<file path="src/rtl/axi_rd_pkg.sv">
// Shared types and constants for the AXI read-data return path.
// Pulled in by the R-channel router and its round-robin arbiter.
package axi_rd_pkg;

    localparam int unsigned NUM_SLAVES  = 6;
    localparam int unsigned NUM_MASTERS = 3;

    localparam int unsigned R_DATA_W = 32;
    localparam int unsigned R_IDS_W  = 8;
    localparam int unsigned R_ID_W   = 4;

    localparam logic [R_IDS_W-R_ID_W-1:0] TAG_M0 = 4'b0001;
    localparam logic [R_IDS_W-R_ID_W-1:0] TAG_M1 = 4'b0010;
    localparam logic [R_IDS_W-R_ID_W-1:0] TAG_M2 = 4'b0100;

    typedef enum logic {
        IDLE  = 1'b0,
        BURST = 1'b1
    } state_e;

    typedef struct packed {
        logic [R_IDS_W-1:0]  rid;
        logic [R_DATA_W-1:0] rdata;
        logic [1:0]          rresp;
        logic                rlast;
    } r_beat_t;

    // Slave index successor with wrap 5 -> 0.
    function automatic logic [2:0] next_slave(input logic [2:0] idx);
        return (idx >= 3'(NUM_SLAVES - 1)) ? 3'd0 : idx + 3'd1;
    endfunction

endpackage

</file>
<file path="src/rtl/rr_arbiter6.sv">
// Combinational round-robin pick among six requesters, starting the scan at ptr.
// Shared between the read-data and write-response routers.
module rr_arbiter6
    import axi_rd_pkg::*;
(
    input  logic [5:0] req,
    input  logic [2:0] ptr,
    output logic [2:0] winner,
    output logic       any
);

    logic [2:0] idx;

    always_comb begin
        winner = 3'd0;
        any    = 1'b0;
        // Pointer values 6 and 7 are never produced; fold them onto 0 defensively.
        idx    = (ptr >= 3'(NUM_SLAVES)) ? 3'd0 : ptr;
        for (int i = 0; i < NUM_SLAVES; i++) begin
            if (!any && req[idx]) begin
                any    = 1'b1;
                winner = idx;
            end
            idx = next_slave(idx);
        end
    end

endmodule

</file>
<file path="src/rtl/axi_read_data_router.sv">
// AXI R-channel return router: six slaves to three masters, burst-locked round robin,
// zero-latency combinational forwarding, beats with unknown tags drained and flagged.
module axi_read_data_router
    import axi_rd_pkg::*;
#(
    parameter int unsigned DATA_W = R_DATA_W,
    parameter int unsigned IDS_W  = R_IDS_W,
    parameter int unsigned ID_W   = R_ID_W,
    parameter logic [IDS_W-ID_W-1:0] M0_TAG = TAG_M0,
    parameter logic [IDS_W-ID_W-1:0] M1_TAG = TAG_M1,
    parameter logic [IDS_W-ID_W-1:0] M2_TAG = TAG_M2
) (
    input  logic              clk,
    input  logic              rst,
    input  logic [IDS_W-1:0]  RID_S0,
    input  logic [IDS_W-1:0]  RID_S1,
    input  logic [IDS_W-1:0]  RID_S2,
    input  logic [IDS_W-1:0]  RID_S3,
    input  logic [IDS_W-1:0]  RID_S4,
    input  logic [IDS_W-1:0]  RID_S5,
    input  logic [DATA_W-1:0] RDATA_S0,
    input  logic [DATA_W-1:0] RDATA_S1,
    input  logic [DATA_W-1:0] RDATA_S2,
    input  logic [DATA_W-1:0] RDATA_S3,
    input  logic [DATA_W-1:0] RDATA_S4,
    input  logic [DATA_W-1:0] RDATA_S5,
    input  logic [1:0]        RRESP_S0,
    input  logic [1:0]        RRESP_S1,
    input  logic [1:0]        RRESP_S2,
    input  logic [1:0]        RRESP_S3,
    input  logic [1:0]        RRESP_S4,
    input  logic [1:0]        RRESP_S5,
    input  logic              RLAST_S0,
    input  logic              RLAST_S1,
    input  logic              RLAST_S2,
    input  logic              RLAST_S3,
    input  logic              RLAST_S4,
    input  logic              RLAST_S5,
    input  logic              RVALID_S0,
    input  logic              RVALID_S1,
    input  logic              RVALID_S2,
    input  logic              RVALID_S3,
    input  logic              RVALID_S4,
    input  logic              RVALID_S5,
    output logic              RREADY_S0,
    output logic              RREADY_S1,
    output logic              RREADY_S2,
    output logic              RREADY_S3,
    output logic              RREADY_S4,
    output logic              RREADY_S5,
    output logic [ID_W-1:0]   RID_M0,
    output logic [ID_W-1:0]   RID_M1,
    output logic [ID_W-1:0]   RID_M2,
    output logic [DATA_W-1:0] RDATA_M0,
    output logic [DATA_W-1:0] RDATA_M1,
    output logic [DATA_W-1:0] RDATA_M2,
    output logic [1:0]        RRESP_M0,
    output logic [1:0]        RRESP_M1,
    output logic [1:0]        RRESP_M2,
    output logic              RLAST_M0,
    output logic              RLAST_M1,
    output logic              RLAST_M2,
    output logic              RVALID_M0,
    output logic              RVALID_M1,
    output logic              RVALID_M2,
    input  logic              RREADY_M0,
    input  logic              RREADY_M1,
    input  logic              RREADY_M2,
    output logic              drop_err
);

    state_e     state_q;
    logic [2:0] gnt_q;
    logic [2:0] rr_ptr_q;
    logic       drop_err_q;

    r_beat_t                  s_beat [NUM_SLAVES];
    logic [NUM_SLAVES-1:0]    s_valid;
    logic [NUM_SLAVES-1:0]    s_ready;
    logic [NUM_MASTERS-1:0]   m_ready;
    logic [NUM_MASTERS-1:0]   m_valid;
    logic [ID_W-1:0]          m_rid   [NUM_MASTERS];
    logic [DATA_W-1:0]        m_rdata [NUM_MASTERS];
    logic [1:0]               m_rresp [NUM_MASTERS];
    logic [NUM_MASTERS-1:0]   m_rlast;

    logic [2:0]               winner;
    logic                     any;
    logic [2:0]               sel;
    logic                     sel_active;
    logic                     sel_valid;
    r_beat_t                  beat;
    logic [IDS_W-ID_W-1:0]    tag;
    logic [NUM_MASTERS-1:0]   hit;
    logic                     known;
    logic                     hs;

    assign s_beat[0] = '{rid: RID_S0, rdata: RDATA_S0, rresp: RRESP_S0, rlast: RLAST_S0};
    assign s_beat[1] = '{rid: RID_S1, rdata: RDATA_S1, rresp: RRESP_S1, rlast: RLAST_S1};
    assign s_beat[2] = '{rid: RID_S2, rdata: RDATA_S2, rresp: RRESP_S2, rlast: RLAST_S2};
    assign s_beat[3] = '{rid: RID_S3, rdata: RDATA_S3, rresp: RRESP_S3, rlast: RLAST_S3};
    assign s_beat[4] = '{rid: RID_S4, rdata: RDATA_S4, rresp: RRESP_S4, rlast: RLAST_S4};
    assign s_beat[5] = '{rid: RID_S5, rdata: RDATA_S5, rresp: RRESP_S5, rlast: RLAST_S5};

    assign s_valid = {RVALID_S5, RVALID_S4, RVALID_S3, RVALID_S2, RVALID_S1, RVALID_S0};
    assign m_ready = {RREADY_M2, RREADY_M1, RREADY_M0};

    rr_arbiter6 u_arb (
        .req    (s_valid),
        .ptr    (rr_ptr_q),
        .winner (winner),
        .any    (any)
    );

    always_comb begin
        sel        = (state_q == BURST) ? gnt_q : winner;
        sel_active = (state_q == BURST) || any;
        beat       = s_beat[sel];
        sel_valid  = s_valid[sel];
        tag        = beat.rid[IDS_W-1:ID_W];
        hit        = {tag == M2_TAG, tag == M1_TAG, tag == M0_TAG};
        known      = |hit;

        s_ready = '0;
        m_valid = '0;
        m_rlast = '0;
        for (int m = 0; m < NUM_MASTERS; m++) begin
            m_rid[m]   = '0;
            m_rdata[m] = '0;
            m_rresp[m] = '0;
        end

        if (sel_active) begin
            // Unknown tags are drained so a misrouted slave can never wedge the interconnect.
            if (!known) begin
                s_ready[sel] = 1'b1;
            end
            for (int m = 0; m < NUM_MASTERS; m++) begin
                if (hit[m]) begin
                    m_valid[m]   = sel_valid;
                    m_rid[m]     = beat.rid[ID_W-1:0];
                    m_rdata[m]   = beat.rdata;
                    m_rresp[m]   = beat.rresp;
                    m_rlast[m]   = beat.rlast;
                    s_ready[sel] = m_ready[m];
                end
            end
        end

        hs = sel_active && sel_valid && s_ready[sel];
    end

    always_ff @(posedge clk or posedge rst) begin
        if (rst) begin
            state_q    <= IDLE;
            gnt_q      <= 3'd0;
            rr_ptr_q   <= 3'd0;
            drop_err_q <= 1'b0;
        end else begin
            drop_err_q <= hs && !known;
            case (state_q)
                IDLE: begin
                    if (any) begin
                        if (hs && beat.rlast) begin
                            rr_ptr_q <= next_slave(winner);
                        end else begin
                            state_q <= BURST;
                            gnt_q   <= winner;
                        end
                    end
                end
                BURST: begin
                    if (hs && beat.rlast) begin
                        state_q  <= IDLE;
                        rr_ptr_q <= next_slave(gnt_q);
                    end
                end
                default: state_q <= IDLE;
            endcase
        end
    end

    // Outputs are forced low while rst is high so reset takes effect without a clock edge.
    assign RREADY_S0 = !rst && s_ready[0];
    assign RREADY_S1 = !rst && s_ready[1];
    assign RREADY_S2 = !rst && s_ready[2];
    assign RREADY_S3 = !rst && s_ready[3];
    assign RREADY_S4 = !rst && s_ready[4];
    assign RREADY_S5 = !rst && s_ready[5];

    assign RVALID_M0 = !rst && m_valid[0];
    assign RVALID_M1 = !rst && m_valid[1];
    assign RVALID_M2 = !rst && m_valid[2];
    assign RLAST_M0  = !rst && m_rlast[0];
    assign RLAST_M1  = !rst && m_rlast[1];
    assign RLAST_M2  = !rst && m_rlast[2];
    assign RID_M0    = rst ? '0 : m_rid[0];
    assign RID_M1    = rst ? '0 : m_rid[1];
    assign RID_M2    = rst ? '0 : m_rid[2];
    assign RDATA_M0  = rst ? '0 : m_rdata[0];
    assign RDATA_M1  = rst ? '0 : m_rdata[1];
    assign RDATA_M2  = rst ? '0 : m_rdata[2];
    assign RRESP_M0  = rst ? '0 : m_rresp[0];
    assign RRESP_M1  = rst ? '0 : m_rresp[1];
    assign RRESP_M2  = rst ? '0 : m_rresp[2];

    assign drop_err = drop_err_q;

endmodule

</file>
<file path="config.mk">
export PLATFORM = sky130hd
export DESIGN_NAME = axi_read_data_router
export DESIGN_NICKNAME = d
export VERILOG_FILES = /design/src/rtl/axi_rd_pkg.sv /design/src/rtl/rr_arbiter6.sv /design/src/rtl/axi_read_data_router.sv
export SDC_FILE = /design/constraint.sdc
export NUM_CORES = 1
export LEC_CHECK = 0
export BUFFER_PORTS_ARGS = -buffer_cell sky130_fd_sc_hd__buf_2
export CORE_AREA = 2 2 152 154
export DETAILED_ROUTE_END_ITERATION = 8
export DIE_AREA = 0 0 154 156
export PLACE_DENSITY = 0.59
export SLEW_MARGIN = 20
export SYNTH_ARGS = -nofsm -noshare
export SYNTH_HDL_FRONTEND = slang
export SYNTH_HIERARCHICAL = 1
export SYNTH_SLANG_ARGS = --single-unit
</file>
<file path="constraint.sdc">
create_clock -name clk -period 7.2 [get_ports clk]
set_clock_uncertainty 0.1 [all_clocks]
set_input_delay 0 -clock clk [delete_from_list [all_inputs] [get_ports clk]]
set_output_delay 0 -clock clk [all_outputs]
set_load 0.02 [all_outputs]
</file>
* Word-level counts from Yosys, hierarchy flattened *
Cells that the tools add are included.
W data, S select, Z words.

word-level totals
  register bits after elaboration = 8
  input bits = 269
  output and inout bits = 127
  word-level logic and storage cells = 159

operators by class
  $add $sub $neg = 7
  $lt $le $gt $ge = 17
  equality and inequality tests = 6
  multiplexer cells = 89
  bitwise gates (word level) = 3
  reductions and logical operators = 33

operators by type and width
  kind                   number
  $mux W32               6
  $bmux W43 S3           1
  $mux W96               1
  $mux W43               2
  $mux W3                20
  $mux W6                9
  $lt A3 B4 Y1 const B   7
  $bmux W1 S3            8
  $ge A3 B3 Y1 const B   8
  $mux W4                6
  $mux W1                23
  $logic_and A1 B1 Y1    22
  $add A3 B1 Y3 const B  7
  $bwmux W6              3
  $mux W12               1
  $mux W2                6
  $logic_not A1 Y1       7
  $pmux W3 S2            1
  $reduce_and A3 Y1      2
  $eq A4 B1 Y1 const B   1
  $eq A4 B2 Y1 const B   1
  $eq A4 B3 Y1 const B   1
  $ge A4 B4 Y1 const B   1
  $ne A2 B2 Y1 const B   2
  8 further kinds        9

* Depth between registers and ports, before layout *
  word-level depth = 45
  depth in mapped cells = 32
  mapped depth without buffers = 26

* Hierarchy *
The synthesis kept the hierarchy.

modules (own cells, without submodules)
  module                instances  cells each  area each (µm²)  sequential area each (µm²)
  axi_read_data_router  1          617         3,537.1          200.2
  rr_arbiter6           1          167         1,089.8          0.0

* Least setup slack after synthesis *
Ideal clock, no wire load.

  path kind = reg2out
  from = reg rr_ptr_q[2]
  to = out RDATA_M1[11]
  arrival = 6.475 ns
  required time = 7.100 ns
  path slack = 0.625 ns
  cell stages (with the launch flop) = 29
  path through = dfrtp_1 > a21bo_4 > inv_1 > ha_1 > buf_2 > inv_1 > or3_1 > nand3_1 > inv_1 > ha_1 > clkbuf_1 > a21oi_1 > a21boi_0 > a211oi_2 > ha_1 > inv_1 > a211oi_1 > or4b_1 > o211ai_2 > nor2_1 > a211o_1 > buf_4 > mux2_4 > mux4_2 > a22o_1 > or4b_1 > buf_2 > buf_2 > nor2_1

on the way
  cells in the longest elaborated chain, start to end = 29

RTL lines
  element                                                 RTL line                     RTL
  from (decl)                                             axi_read_data_router.sv:74   logic [2:0] rr_ptr_q;
  from (signal assigned)                                  axi_read_data_router.sv:165  rr_ptr_q <= next_slave(winner);
  from (signal assigned)                                  axi_read_data_router.sv:175  rr_ptr_q <= next_slave(gnt_q);
  $ge A3 B3 Y1                                            rr_arbiter6.sv:18            idx = (ptr >= 3'(NUM_SLAVES)) ? 3'd0 : ptr;
  $mux W3 *                                               rr_arbiter6.sv:18
  branches (longest 17 deep; another with $add A3 B1 Y3)  -
  $mux W3 *                                               rr_arbiter6.sv:20            if (!any && req[idx]) begin
  net winner[0]                                           axi_read_data_router.sv:87   logic [2:0] winner;
  $mux W3 *                                               axi_read_data_router.sv:116  sel = (state_q == BURST) ? gnt_q : winner;
  $not A3 Y4 (not written as such) *                      axi_read_data_router.sv:118  beat = s_beat[sel];
  $bmux W43 S3 *                                          axi_read_data_router.sv:118
  $mux W43 (not written as such) * (2 in a row)           axi_read_data_router.sv:118
  $eq A4 B2 Y1                                            axi_read_data_router.sv:121  hit = {tag == M2_TAG, tag == M1_TAG, tag == M0_TAG};
  $mux W32 *                                              axi_read_data_router.sv:139  if (hit[m]) begin
  $mux W96 *                                              axi_read_data_router.sv:133  if (sel_active) begin
  $mux W32 *                                              axi_read_data_router.sv:201  assign RDATA_M1 = rst ? '0 : m_rdata[1];
  to (decl)                                               axi_read_data_router.sv:55   output logic [DATA_W-1:0] RDATA_M1,

Mark *: on every way through the listed nets, which the timed path passes. The select of a mux whose other input is x is not followed.

* Worst setup path after layout *
  from = reg rr_ptr_q[2]
  to = out RREADY_S3

on the way
  cells in the longest elaborated chain, start to end = 39

RTL lines
  element                                                 RTL line                     RTL
  $ge A3 B3 Y1                                            rr_arbiter6.sv:18
  $mux W3 *                                               rr_arbiter6.sv:18
  branches (longest 17 deep; another with $add A3 B1 Y3)  -
  $mux W3 *                                               rr_arbiter6.sv:20
  net winner[0]                                           axi_read_data_router.sv:87
  $mux W3 *                                               axi_read_data_router.sv:116
  $not A3 Y4 (not written as such)                        axi_read_data_router.sv:118
  $bmux W43 S3                                            axi_read_data_router.sv:118
  [8 not listed]                                          -
  $mux W6                                                 axi_read_data_router.sv:133
  $bwmux W6                                               axi_read_data_router.sv:145  s_ready[sel] = m_ready[m];
  $mux W6                                                 axi_read_data_router.sv:139
  $mux W6                                                 axi_read_data_router.sv:133
  $bwmux W6                                               axi_read_data_router.sv:145
  $mux W6 *                                               axi_read_data_router.sv:139
  $mux W6 *                                               axi_read_data_router.sv:133
  $logic_and A1 B1 Y1 *                                   axi_read_data_router.sv:187  assign RREADY_S3 = !rst && s_ready[3];
  to (decl)                                               axi_read_data_router.sv:48   output logic RREADY_S3,

Marks and branches as above.

==> summary by stage <==
Worst setup path
The maximum single-stage delay on the critical path is 490 ps. Measured in cells, the most critical reg-to-reg path has a length of 27. The cell with the most instances on the worst path is inv_1.

The critical-path maximum fanout is 11. The critical register-to-register path endpoint is rr_ptr_q[2]. The worst reg-to-reg setup slack is 600 ps. The class of the most critical setup path is reg -> out. The sort of element at the end of the critical path is a primary output. The startpoint identified for the worst register-to-register timing path is rr_ptr_q[2]. The worst setup path is launched from a flop.

In this run the worst setup path begins at rr_ptr_q[2]. The slowest stage of the critical path belongs to the cell or4b_1. The required time at the worst-slack endpoint is 7100 ps. The critical path arrival is 6790 ps.

Run status
The flow ran to the end, and the final reports show no timing, DRC or antenna violations.

Synth
The number of different library cells used by synthesis comes to 65. By count the netlist is led by 176 x nand2_1, 116 x nor2_1, 66 x nor3_1, 42 x clkbuf_1, 41 x nand3_1. The dominant synthesized flop cell is dfrtp_1.

The number of enable-type register cells in the synthesized netlist is 0. The Yosys step of the flow raised 6 warnings. Sorting the synthesized cells by area gives the leading types as nand2_1 14%, nor2_1 9.4%, mux2i_1 8.0%, nor3_1 7.1%, o221ai_1 4.7%.

The post-synthesis average cell area is between 5 and 6 um2. The post-synth design cell area is between 0.004 and 0.005 mm2. The portion of synthesized cell area occupied by the leading cell type is 0.1428. The count of state elements after synthesis is 8.

Of all flip-flops after synthesis, the portion carrying an async set or reset was 1.000. The dominant cell by count in the synthesized netlist is nand2_1. The largest total area in the synthesized netlist belongs to nand2_1. The share of the Yosys chip area taken by registers is 0.04327. The instance count of the mapped netlist is 784. The net count after synthesis is around 1100.

Clocking
The clock input transition at the sequential cells of the worst setup and hold paths is 40 ps. The number of clock buffers added by TritonCTS is 3. The clock tree from TritonCTS is done. The worst-skew pair later-pin latency is 230 ps. Counting along the longest clock path gives a buffer depth of 2. The H-tree level count is 1. The root buffer cell chosen for the clock tree is clkbuf_16.

The clock net sink count is 8.

Cells and area
The combined flip-flop and latch cell area is roughly 200 um2. The area of the multi-input gates is 0.004131 mm2. The net total in the final layout is 1429.

For this run, the share of the core covered by cells in the final layout is 0.3200. The layout has approximately 2500 filler cells. For this run, the number of standard cells in the final layout without fillers is 1435. Compared with the post-synthesis result, the final layout area differs by 54.68%. In the final layout, the share of cells above drive strength 1 is 0.4273.

Floorplan
The die covers 0.02402 mm2. The row count is 55. The die extent in x is 154 um.

396 I/O pins were placed. The initial standard-cell utilization of the core is 0.2069. The region available for standard cell placement spans 0.02237 mm2. Measured along the y axis, the die boundary spans ~160 um.

STA
The number of pins exceeding their max-slew limit in the final report is 0. Measured against its own limit, the worst slew margin works out to 0.3276. The hold slack is 250.9 ps.

The transition time at the pin with the least slew margin is just over 1000 ps. The number of setup violations in the final report is 0. The final critical-path share of the clock period is 0.9575. The worst path needs 6894 ps of the cycle, external delays included. The hold violation total from the final report is 0. Static timing analysis puts the maximum clock frequency at around 0.15 GHz.

Drt
In the routed design, unresolved DRC markers number 0. The per-cell routed wire length is 18.65 um. The total vias in the final route is roughly 7400. The count of nets left with antenna violations once routing finished came out at 0. For this run, the detailed router's first-pass iteration total came to 7. The violation count after the first detailed-routing iteration is 508. The aggregate routed wire length is 26760 um. The number of vias per cell is 5.190.

Power and ir drop
VDD sags by at most 0.3335 mV. The post-route total power is 4.588 mW. In this run the power density over the cells is between 600 and 700 mW/mm2. In this run the static leakage power is 3.661 nW.

GRT
In the global route stage, overall resource usage came out at 0.2015. Entering global routing, the biggest net connects 67 pins. The number of antenna violations at the first check in global routing is 4. The remaining global-route overflow is 0. The first-pass GRT wire length is between 30000 and 40000 um. The number of global-route vias before repair is 6827.

Place
The wire-length estimate of the detail-placed layout is 21480 um. The routability congestion estimate is 0.9570. After detailed placement, the design holds a cell count of 1424.

During placement, the flow inserted port buffers numbering 395.

Hold path
In this run the worst hold path is classified as in -> async.

Job
The max-cap check violation count is 0.
[through the flow]
stage	instance area (um2)	TNS, ps	worst slack, ps
floorplan	4627	0	625.0
global placement	6992	0	312.2
detailed placement	6992	0	207.3
CTS	7082	0	31.94
global route	7157	-30.60	-23.01
finish	7157	0	305.7
[what timing repair did]
| item | in CTS | in global routing |
|---|---|---|
| setup endpoints to repair | 22 | 134 |
| resized for setup | 2 | 11 |
| hold buffers | 1 | 0 |
| endpoints found under the hold margin | 8 | 0 |
| setup buffers | 0 | 6 |
[cells by family (layout without fill, tap and decap cells)]
family,count (synthesis),count (layout),share of synthesized area
other cells,0,1,0
mux,52,52,0.1271
compound gates,161,161,0.2634
buf+inv,91,456,0.08437
fa+ha+maj,9,9,0.02434
flops,8,8,0.04327
simple gates,463,463,0.4575
[critical path: cells and delay by family, from the launching register on]
kind,cells,cell delay (ps)
DFF,1,450
AOI/OAI and AO/OA,9,2000
adders and majority gates,4,1260
buffers and inverters,5,700
muxes,2,640
and+or+nand+nor,8,1480
[cells in the final DEF, fill, tap and decap left out, types with 3 or more instances in the layout]
cell / n
buf_4: 34
nor2_1: 114
o21ai_0: 8
nor3_2: 15
ha_1: 7
o22ai_1: 4
buf_2: 395
clkbuf_16: 3
mux2i_1: 34
o211ai_1: 4
mux2i_4: 3
mux4_2: 4
and3b_1: 3
or3_1: 4
a21o_1: 5
nand3_1: 40
a22o_1: 5
dfrtp_1: 6
and3_1: 5
nor3_1: 66
nand4_1: 5
nor4_1: 5
nand2_1: 175
buf_12: 3
nand2b_1: 11
a21oi_1: 28
a31oi_1: 19
a311oi_1: 24
o21ai_1: 3
inv_1: 18
o31ai_1: 4
mux2_2: 5
nor2b_1: 4
o221ai_1: 25
mux2_1: 5
[final cells by class]
cell class                 instances  share of cell area
antenna                            1           0.0003497
clock buffer                       3             0.01049
inverter                          19            0.009965
multi-input combinational        685              0.5773
sequential                         8             0.02832
tap                              285             0.04983
timing repair buffer             434              0.3238
[registers in the layout, indices dropped and copies added (netlist names)]
name / cells
state_q: 1
rr_ptr_q: 3
drop_err: 1
gnt_q: 3
[routing by layer]
metal  track usage  share of wire  wire length (um)
met5             0              0                 0
met4       0.04628          0.022               576
met3       0.03389          0.078              2078
met2        0.3459           0.48             12870
met1        0.2640           0.42             11230
[worst max-delay path by stage]
stage,to,slack (ps),cells after the start
finish,RREADY_S3,310,28
global route,RDATA_M1[19],-20,27
CTS,RDATA_M1[16],30,24
detailed placement,RDATA_M1[16],210,28
global placement,RDATA_M1[8],310,24
floorplan,RDATA_M1[11],620,28
[report_power, final]
| part | internal, mW | total, mW | leakage, nW | switching [mW] |
|---|---|---|---|---|
| logic | 1.54 | 4.37 | 3.53 | 2.83 |
| clock network | 0.0718 | 0.0949 | 0.0370 | 0.0231 |
| registers | 0.0681 | 0.122 | 0.0942 | 0.0538 |
Note: power is estimated with default switching activity, not from simulation.
